File: src/rtl/home_actuator_sched_if.sv
// Request/drive bundle between the home controller and the power-channel scheduler.
interface home_actuator_sched_if;
    logic       req_fdoor;
    logic       req_rdoor;
    logic       req_heater;
    logic       req_cooler;
    logic       req_alarm;
    logic       req_win;
    logic       drv_fdoor;
    logic       drv_rdoor;
    logic       drv_heater;
    logic       drv_cooler;
    logic       drv_buzz;
    logic       conflict;
    logic [2:0] state;

    modport master (
        output req_fdoor, req_rdoor, req_heater, req_cooler, req_alarm, req_win,
        input  drv_fdoor, drv_rdoor, drv_heater, drv_cooler, drv_buzz, conflict, state
    );

    modport slave (
        input  req_fdoor, req_rdoor, req_heater, req_cooler, req_alarm, req_win,
        output drv_fdoor, drv_rdoor, drv_heater, drv_cooler, drv_buzz, conflict, state
    );
endinterface

File: src/rtl/home_actuator_sched.sv
// Grants one shared power channel to door motors or HVAC, with HVAC minimum on-time,
// changeover lockout, and an alarm/window buzzer multiplexer.
module home_actuator_sched #(
    parameter int unsigned MIN_ON     = 8,
    parameter int unsigned LOCKOUT    = 16,
    parameter int unsigned DOOR_PULSE = 4,
    parameter int unsigned BEEP_HALF  = 4
) (
    input  logic                clk,
    input  logic                rst_n,
    home_actuator_sched_if.slave bus
);

    localparam int unsigned MaxA = (MIN_ON > LOCKOUT) ? MIN_ON : LOCKOUT;
    localparam int unsigned MaxB = (DOOR_PULSE > BEEP_HALF) ? DOOR_PULSE : BEEP_HALF;
    localparam int unsigned MaxC = (MaxA > MaxB) ? MaxA : MaxB;
    localparam int unsigned CW   = $clog2(MaxC + 1);

    localparam logic [CW-1:0] MinOnLast = CW'(MIN_ON - 1);
    localparam logic [CW-1:0] LockLast  = CW'(LOCKOUT - 1);
    localparam logic [CW-1:0] DoorLast  = CW'(DOOR_PULSE - 1);
    localparam logic [CW-1:0] BeepLast  = CW'(BEEP_HALF - 1);

    typedef enum logic [2:0] {
        StIdle  = 3'd0,
        StFdoor = 3'd1,
        StRdoor = 3'd2,
        StHeat  = 3'd3,
        StCool  = 3'd4,
        StLock  = 3'd5
    } state_e;

    state_e        state_q, state_d;
    logic [CW-1:0] cnt_q, cnt_d;
    logic [CW-1:0] bcnt_q, bcnt_d;
    logic          pend_f_q, pend_f_d;
    logic          pend_r_q, pend_r_d;
    logic          fdoor_q, rdoor_q, win_q, alarm_q;
    logic          buzz_q, buzz_d;
    logic          conflict_q;
    logic          rise_f, rise_r;
    logic          enter_f, enter_r;
    logic          own_req, opp_req;

    assign rise_f  = bus.req_fdoor & ~fdoor_q;
    assign rise_r  = bus.req_rdoor & ~rdoor_q;
    assign own_req = (state_q == StHeat) ? bus.req_heater : bus.req_cooler;
    assign opp_req = (state_q == StHeat) ? bus.req_cooler : bus.req_heater;

    // A new door edge always re-arms the flag, even on the cycle its state is entered.
    assign pend_f_d = rise_f | (pend_f_q & ~enter_f);
    assign pend_r_d = rise_r | (pend_r_q & ~enter_r);

    always_comb begin
        state_d = state_q;
        cnt_d   = cnt_q;
        enter_f = 1'b0;
        enter_r = 1'b0;
        case (state_q)
            StIdle: begin
                cnt_d = '0;
                if (pend_f_q) begin
                    state_d = StFdoor;
                    enter_f = 1'b1;
                end else if (pend_r_q) begin
                    state_d = StRdoor;
                    enter_r = 1'b1;
                end else if (!rise_f && !rise_r && !bus.req_alarm) begin
                    // A door edge in this same cycle outranks HVAC; it is served next cycle.
                    if (bus.req_heater && !bus.req_cooler) begin
                        state_d = StHeat;
                    end else if (bus.req_cooler && !bus.req_heater) begin
                        state_d = StCool;
                    end
                end
            end
            StFdoor, StRdoor: begin
                if (cnt_q == DoorLast) begin
                    state_d = StIdle;
                    cnt_d   = '0;
                end else begin
                    cnt_d = cnt_q + 1'b1;
                end
            end
            StHeat, StCool: begin
                if (bus.req_alarm) begin
                    state_d = StLock;
                    cnt_d   = '0;
                end else if (cnt_q == MinOnLast) begin
                    if (!own_req || opp_req || pend_f_q || pend_r_q) begin
                        state_d = StLock;
                        cnt_d   = '0;
                    end
                end else begin
                    cnt_d = cnt_q + 1'b1;
                end
            end
            StLock: begin
                if (cnt_q == LockLast) begin
                    state_d = StIdle;
                    cnt_d   = '0;
                end else begin
                    cnt_d = cnt_q + 1'b1;
                end
            end
            default: begin
                state_d = StIdle;
                cnt_d   = '0;
            end
        endcase
    end

    // Beep pattern restarts high on a window rise or when an alarm releases it.
    always_comb begin
        buzz_d = 1'b0;
        bcnt_d = '0;
        if (bus.req_alarm) begin
            buzz_d = 1'b1;
        end else if (bus.req_win) begin
            if (!win_q || alarm_q) begin
                buzz_d = 1'b1;
            end else if (bcnt_q == BeepLast) begin
                buzz_d = ~buzz_q;
            end else begin
                buzz_d = buzz_q;
                bcnt_d = bcnt_q + 1'b1;
            end
        end
    end

    always_ff @(posedge clk or negedge rst_n) begin
        if (!rst_n) begin
            state_q    <= StIdle;
            cnt_q      <= '0;
            bcnt_q     <= '0;
            pend_f_q   <= 1'b0;
            pend_r_q   <= 1'b0;
            fdoor_q    <= 1'b0;
            rdoor_q    <= 1'b0;
            win_q      <= 1'b0;
            alarm_q    <= 1'b0;
            buzz_q     <= 1'b0;
            conflict_q <= 1'b0;
        end else begin
            state_q    <= state_d;
            cnt_q      <= cnt_d;
            bcnt_q     <= bcnt_d;
            pend_f_q   <= pend_f_d;
            pend_r_q   <= pend_r_d;
            fdoor_q    <= bus.req_fdoor;
            rdoor_q    <= bus.req_rdoor;
            win_q      <= bus.req_win;
            alarm_q    <= bus.req_alarm;
            buzz_q     <= buzz_d;
            conflict_q <= bus.req_heater & bus.req_cooler;
        end
    end

    assign bus.drv_fdoor  = (state_q == StFdoor);
    assign bus.drv_rdoor  = (state_q == StRdoor);
    assign bus.drv_heater = (state_q == StHeat);
    assign bus.drv_cooler = (state_q == StCool);
    assign bus.drv_buzz   = buzz_q;
    assign bus.conflict   = conflict_q;
    assign bus.state      = state_q;

endmodule

File: src/flat_wrapper.sv
// flat-port wrapper written by rule: the top's interface ports become plain ports
module home_actuator_sched_flat 
#(
    parameter int unsigned MIN_ON     = 8,
    parameter int unsigned LOCKOUT    = 16,
    parameter int unsigned DOOR_PULSE = 4,
    parameter int unsigned BEEP_HALF  = 4
)
  (clk, rst_n, bus_req_fdoor, bus_req_rdoor, bus_req_heater, bus_req_cooler, bus_req_alarm, bus_req_win, bus_drv_fdoor, bus_drv_rdoor, bus_drv_heater, bus_drv_cooler, bus_drv_buzz, bus_conflict, bus_state);
  home_actuator_sched_if bus_i ();
  input  logic clk;
  input  logic rst_n;
  input wire logic [$bits(bus_i.req_fdoor)-1:0] bus_req_fdoor;
  input wire logic [$bits(bus_i.req_rdoor)-1:0] bus_req_rdoor;
  input wire logic [$bits(bus_i.req_heater)-1:0] bus_req_heater;
  input wire logic [$bits(bus_i.req_cooler)-1:0] bus_req_cooler;
  input wire logic [$bits(bus_i.req_alarm)-1:0] bus_req_alarm;
  input wire logic [$bits(bus_i.req_win)-1:0] bus_req_win;
  output wire logic [$bits(bus_i.drv_fdoor)-1:0] bus_drv_fdoor;
  output wire logic [$bits(bus_i.drv_rdoor)-1:0] bus_drv_rdoor;
  output wire logic [$bits(bus_i.drv_heater)-1:0] bus_drv_heater;
  output wire logic [$bits(bus_i.drv_cooler)-1:0] bus_drv_cooler;
  output wire logic [$bits(bus_i.drv_buzz)-1:0] bus_drv_buzz;
  output wire logic [$bits(bus_i.conflict)-1:0] bus_conflict;
  output wire logic [$bits(bus_i.state)-1:0] bus_state;
  assign bus_i.req_fdoor = bus_req_fdoor;
  assign bus_i.req_rdoor = bus_req_rdoor;
  assign bus_i.req_heater = bus_req_heater;
  assign bus_i.req_cooler = bus_req_cooler;
  assign bus_i.req_alarm = bus_req_alarm;
  assign bus_i.req_win = bus_req_win;
  assign bus_drv_fdoor = bus_i.drv_fdoor;
  assign bus_drv_rdoor = bus_i.drv_rdoor;
  assign bus_drv_heater = bus_i.drv_heater;
  assign bus_drv_cooler = bus_i.drv_cooler;
  assign bus_drv_buzz = bus_i.drv_buzz;
  assign bus_conflict = bus_i.conflict;
  assign bus_state = bus_i.state;
  home_actuator_sched #(.MIN_ON(MIN_ON), .LOCKOUT(LOCKOUT), .DOOR_PULSE(DOOR_PULSE), .BEEP_HALF(BEEP_HALF)) u_core (.clk(clk), .rst_n(rst_n), .bus(bus_i));
endmodule
File: config.mk
export PLATFORM = sky130hd
export DESIGN_NAME = home_actuator_sched_flat
export DESIGN_NICKNAME = d
export VERILOG_FILES = /design/src/rtl/home_actuator_sched_if.sv /design/src/rtl/home_actuator_sched.sv /design/src/flat_wrapper.sv
export SDC_FILE = /design/constraint.sdc
export NUM_CORES = 1
export LEC_CHECK = 0
export CAP_MARGIN = 10
export CORE_AREA = 2 2 51 53
export CTS_CLUSTER_DIAMETER = 80
export DETAILED_ROUTE_END_ITERATION = 8
export DIE_AREA = 0 0 53 55
export GPL_TIMING_DRIVEN = 0
export PLACE_DENSITY = 0.78
export SETUP_SLACK_MARGIN = 0.3
export SLEW_MARGIN = 5
export SYNTH_ARGS = -nofsm -noshare
export SYNTH_HDL_FRONTEND = slang
export SYNTH_SLANG_ARGS = --single-unit
File: constraint.sdc
create_clock -name clk -period 2.8 [get_ports clk]
set_input_delay 0.56 -clock clk [delete_from_list [all_inputs] [get_ports clk]]
set_output_delay 0.56 -clock clk [all_outputs]
set_load 0.05 [all_outputs]
---- Yosys cells after proc, flatten, opt, wreduce, memory -nomap -nowiden ----
Cells that the tools add are included.
storage, ports and cells
  output and inout bits ................... 9
  flip-flop bits (word level) ............. 21
  input bits .............................. 8
  word-level logic and storage cells ...... 93
operators by class
  eq/ne operators ......................... 17
  $add $sub $neg .......................... 2
  bitwise logic cells ..................... 12
  multiplexer cells ....................... 32
  reductions and logical operators ........ 19
operators with widths
  operator             count
  $mux 5               9
  $mux 3               10
  $pmux 5 s3           1
  $pmux 3 s4           1
  $mux 1               11
  $add 5x1->5 const B  2
  $eq 5x2->1 const B   2
  $logic_not 1->1      7
  $eq 3x2->1 const B   2
  $eq 3x3->1 const B   2
  $ne 3x2->1 const B   2
  $reduce_and 6->1     1
  $and 1x1->1          5
  $eq 5x3->1 const B   1
  $eq 5x4->1 const B   1
  $ne 5x1->1 const B   1
  $not 1->1            5
  $logic_and 1x1->1    4
  $logic_or 1x1->1     4
  $ne 2x1->1 const B   2
  $ne 4x1->1 const B   1
  $ne 4x2->1 const B   1
  $ne 4x4->1 const B   1
  $reduce_or 2->1      2
  3 further kinds      4

---- Logic depth before layout (Yosys ltp) ----
  word-level depth ........................ 10
  gate-level depth with buffers ........... 9
  gate-level depth less buffers ........... 9

---- Worst setup path after synthesis ----
OpenSTA, ideal clock, no wires.
  kind .................................... register -> output
  from .................................... reg u_core.state_q[2], in the netlist u_core.bus.state[2]
  to ...................................... out bus_drv_fdoor
  path buffers ............................ 1
  arrival time ............................ 1995 ps
  path slack .............................. 245 ps
  data required time ...................... 2240 ps
  stages on the path, launching flop included .. 3
  cells stage by stage .................... dfrtp_1 buf_2 nor3b_1
between the ends
  cells in the longest elaborated chain, start to end .. 1
ends and longest elaborated chain
  item                    RTL line                    RTL
  start, declared         home_actuator_sched.sv:33   state_e state_q, state_d;
  start signal, assigned  home_actuator_sched.sv:133  state_q <= StIdle;
  start signal, assigned  home_actuator_sched.sv:145  state_q <= state_d;
  $eq 3x1->1              home_actuator_sched.sv:159  assign bus.drv_fdoor = (state_q == StFdoor);
  end, declared           flat_wrapper.sv:19          output wire logic [$bits(bus_i.drv_fdoor)-1:0] bus_drv_fdoor;
No other way between the ends.

---- Worst setup path after layout ----
  from .................................... reg u_core.state_q[0], in the netlist u_core.bus.state[0]
  to ...................................... out bus_drv_cooler
between the ends
  cells in the longest elaborated chain, start to end .. 1
ends and longest elaborated chain
  item           RTL line                    RTL
  $eq 3x3->1     home_actuator_sched.sv:162  assign bus.drv_cooler = (state_q == StCool);
  end, declared  flat_wrapper.sv:22          output wire logic [$bits(bus_i.drv_cooler)-1:0] bus_drv_cooler;
No other way between the ends.

==> run summary <==
The critical path class was flip-flop to output pin. The cell area power density came out at 853.3 nW/µm². Of all nets on the critical path, the largest fanout is 10. Of all cell types, the one taking the most synthesized area is dfrtp_1.

The max-cap violation count was 0. After synthesis, the netlist uses 42 different library cells. The net count of the finished layout is 143.

Clock-pin slew was measured on the worst setup and hold paths at 0.11 ns. The top cell types in the final layout, fill and taps aside, are dfrtp_1 (21), clkdlybuf4s50_1 (12), nor2_1 (10). Fill cells in the final layout number 208. The tools report the number of antenna violations at the first check in global routing as 0.

The maximum level of the CTS H-tree is 1. By area the synthesized netlist is led by dfrtp_1 (45%), ha_1 (4.3%), xnor2_1 (3.8%). The first global-routing pass estimated 3588 µm of wire.

The first detailed-routing pass took 4 iterations. Element type at the critical path start: a flip-flop. After detailed placement, the total cell area comes to 1363 µm². Buffers inserted to repair hold after CTS numbered 0. Overall via count from detail_route: 852.

The die height was 55 µm; the number of design rule violations left after detail routing was 0. Cells with a size suffix above 1 make up 14.62% of the layout. Clock tree synthesis inserted a total of 3 buffers.

After synthesis the cells add up to 1160 µm². The run gives 0.30 ns as the insertion delay to the later sink of the worst-skew pair. The cell chosen for the clock root was clkbuf_4. The tools report the number of nets produced by synthesis as 122. Detailed placement finished with a half-perimeter wire length of 1584 µm. The tools report the setup slack after layout as 0.4227 ns. The logs give 0 for the final number of max-transition violations and 18 for the number of rows created at floorplan.

The floorplan step defined a core boundary enclosing 2365 µm². The required time of the critical path was 2.24 ns. The most instantiated flip-flop cell in the synthesis netlist was dfrtp_1. Of all flip-flops after synthesis, the portion carrying an async set or reset was 100.0%. The area overhead of the layout relative to synthesis was 19.31%; the number of flops mapped to enable cells by yosys was 0. The logs give 38.43% for the remaining max-slew budget at the tightest pin and 21 for the total number of clock tree sinks. In this run, placement finished with an instance count of 156. The repair_antennas step left the layout with diodes totalling 0. Measured along the x axis, the die boundary spans 53 µm. After layout, the worst path uses 84.90% of the clock period.

The first routing iteration left 6 violations. Wires add up to 2138 µm. The tools report the count of nets left with antenna violations after detail routing as 0. The number of top-level pins came out at 17. Total number of yosys warnings: 0.

The analysis attributes to cell leakage a power of 0.6306 nW. The final instance area came out at 1384 µm². For the upper clock frequency limit, the log shows 0.4206 GHz. Entering global routing, the biggest net connects 22 pins.

TritonCTS built the clock tree. For this run the aggregate overflow at the end of global routing stands at 0. The area fraction of the dominant cell type after synthesis is 45.31%. The port buffer count came out at 16. In this run the worst hold path is classified as flip-flop to flip-flop.

In this run the mean area of a mapped cell was 10.54 µm². The congestion estimate from routability-driven global placement came to 0.7754. Leaving out filler cells and counting taps, the final layout contains 160.

The via count of the first global-routing pass was 854; the data arrival time at the worst-slack endpoint was 1.82 ns. After clock tree synthesis, the repair step resized 4 gates. The setup-violating endpoint count in the final report is 0.

The count of buffers added by post-CTS timing repair for setup came out at 0. Total power for the finished layout comes to 1.181 mW. The count of endpoints failing hold in the final timing report came out at 0.

Setup repair after global routing left no endpoint under its margin. The shortest period the worst path allows is 2.377 ns. Leaving out fill and tap cells, the most frequent cell in the layout is dfrtp_1. The worst setup path is captured at an output pin. The global routing usage summed across all routing layers was 17.55%. For the pin with the worst max-slew slack, the measured transition is 0.9206 ns. In the final routed layout, each cell accounts on average for 13.36 µm. Dividing the detail-routed via count by the number of cells gives 5.325. The number of buffers on the longest clock path was 2; the sequential-to-total area share from yosys stat was 45.31%. After technology mapping, the gate count stands at 110.

The run finished with clean final reports. After routing, the total negative slack on setup checks comes to 0 ns. The initial cell density of the core came out at 49.05%. The floorplan step defined a die boundary enclosing 2915 µm².

The worst-case IR drop observed on VDD is 758.8 µV. After synthesis the netlist holds a flip-flop and latch count of 21. The clock arrives with 0.004659 ns of skew. The placement-stage worst setup slack was 0.4451 ns.
-- state kept, by name, summed over array words and instances, names as in the netlist --
signal / cells
u_core.win_q: 1
u_core.pend_r_q: 1
u_core.bus.drv_buzz: 1
u_core.cnt_q: 5
u_core.bus.conflict: 1
u_core.bcnt_q: 5
u_core.fdoor_q: 1
u_core.bus.state: 3
u_core.pend_f_q: 1
u_core.alarm_q: 1
u_core.rdoor_q: 1
-- per-layer routing --
metal	share of wire, %	vias up	GRT usage [%]
met1	48	403	21.34
met2	47	18	29.79
li1	-	427	-
met4	2.5	0	13.25
met5	0	-	0
met3	2.0	4	0.8065
-- report_power, final --
group	leakage [nW]	internal, mW	switching, mW
Combinational	0.346	0.261	0.369
Sequential	0.269	0.355	0.0517
Clock	0.0150	0.0555	0.0887
Total	0.631	0.671	0.510
-- logic make-up after synthesis --
| logic type | Yosys count | share of synthesized area (%) |
|---|---|---|
| buf+inv | 11 | 4.638 |
| simple gates | 42 | 22.55 |
| mux | 2 | 1.834 |
| flops | 21 | 45.31 |
| xor+xnor | 7 | 5.286 |
| compound gates | 23 | 16.07 |
| fa+ha+maj | 4 | 4.315 |
-- through the flow --
step                      hold WS, ns  utilization, %
after floorplan                0.2644               -
after detailed placement       0.4492           57.62
final                          0.4658           58.52
after CTS                      0.4649           58.52
after global routing           0.5087           58.52
after global placement         0.4442           57.62
-- cell usage after synthesis, types with 3 or more instances --
library cell / number
o31ai_1: 5
nor3_1: 3
o22ai_1: 3
nor2_1: 10
dfrtp_1: 21
inv_1: 8
and2_1: 3
nand2_1: 5
xnor2_1: 5
ha_1: 4
nand3b_1: 3
nor2b_1: 4
nand3_1: 3
-- area by class of cell --
type	count	area, µm²	share of cell area [%]
Multi-Input combinational cell	78	585.6	42.31
Sequential cell	21	525.5	37.97
Timing Repair Buffer	16	155.1	11.21
Tap cell	30	37.54	2.712
Inverter	8	30.03	2.170
Clock buffer	4	26.28	1.899
Buffer	3	23.77	1.718
-- worst max-delay path, stage by stage (launching register included) --
cell	delay, ns
dfrtp_1	0.40
buf_6	0.14
or3b_4	0.39
inv_1	0.06
dlygate4sd2_1	0.52
-- worst paths after layout --
kind                                           from                  end  slack, ns  cells past startpoint
worst max-delay path            u_core.bus.state[0]       bus_drv_cooler       0.42                      4
min in group asynchronous                     rst_n  u_core.bus.state[1]       0.76                      1
worst min register to register     u_core.bcnt_q[0]     u_core.bcnt_q[0]       0.47                      1
max in group asynchronous                     rst_n     u_core.bcnt_q[2]       1.48                      1
worst min-delay path               u_core.bcnt_q[0]     u_core.bcnt_q[0]       0.47                      1
worst max register to register      u_core.cnt_q[0]  u_core.bus.state[1]       0.65                      9
(Power assumes the default switching activity.)
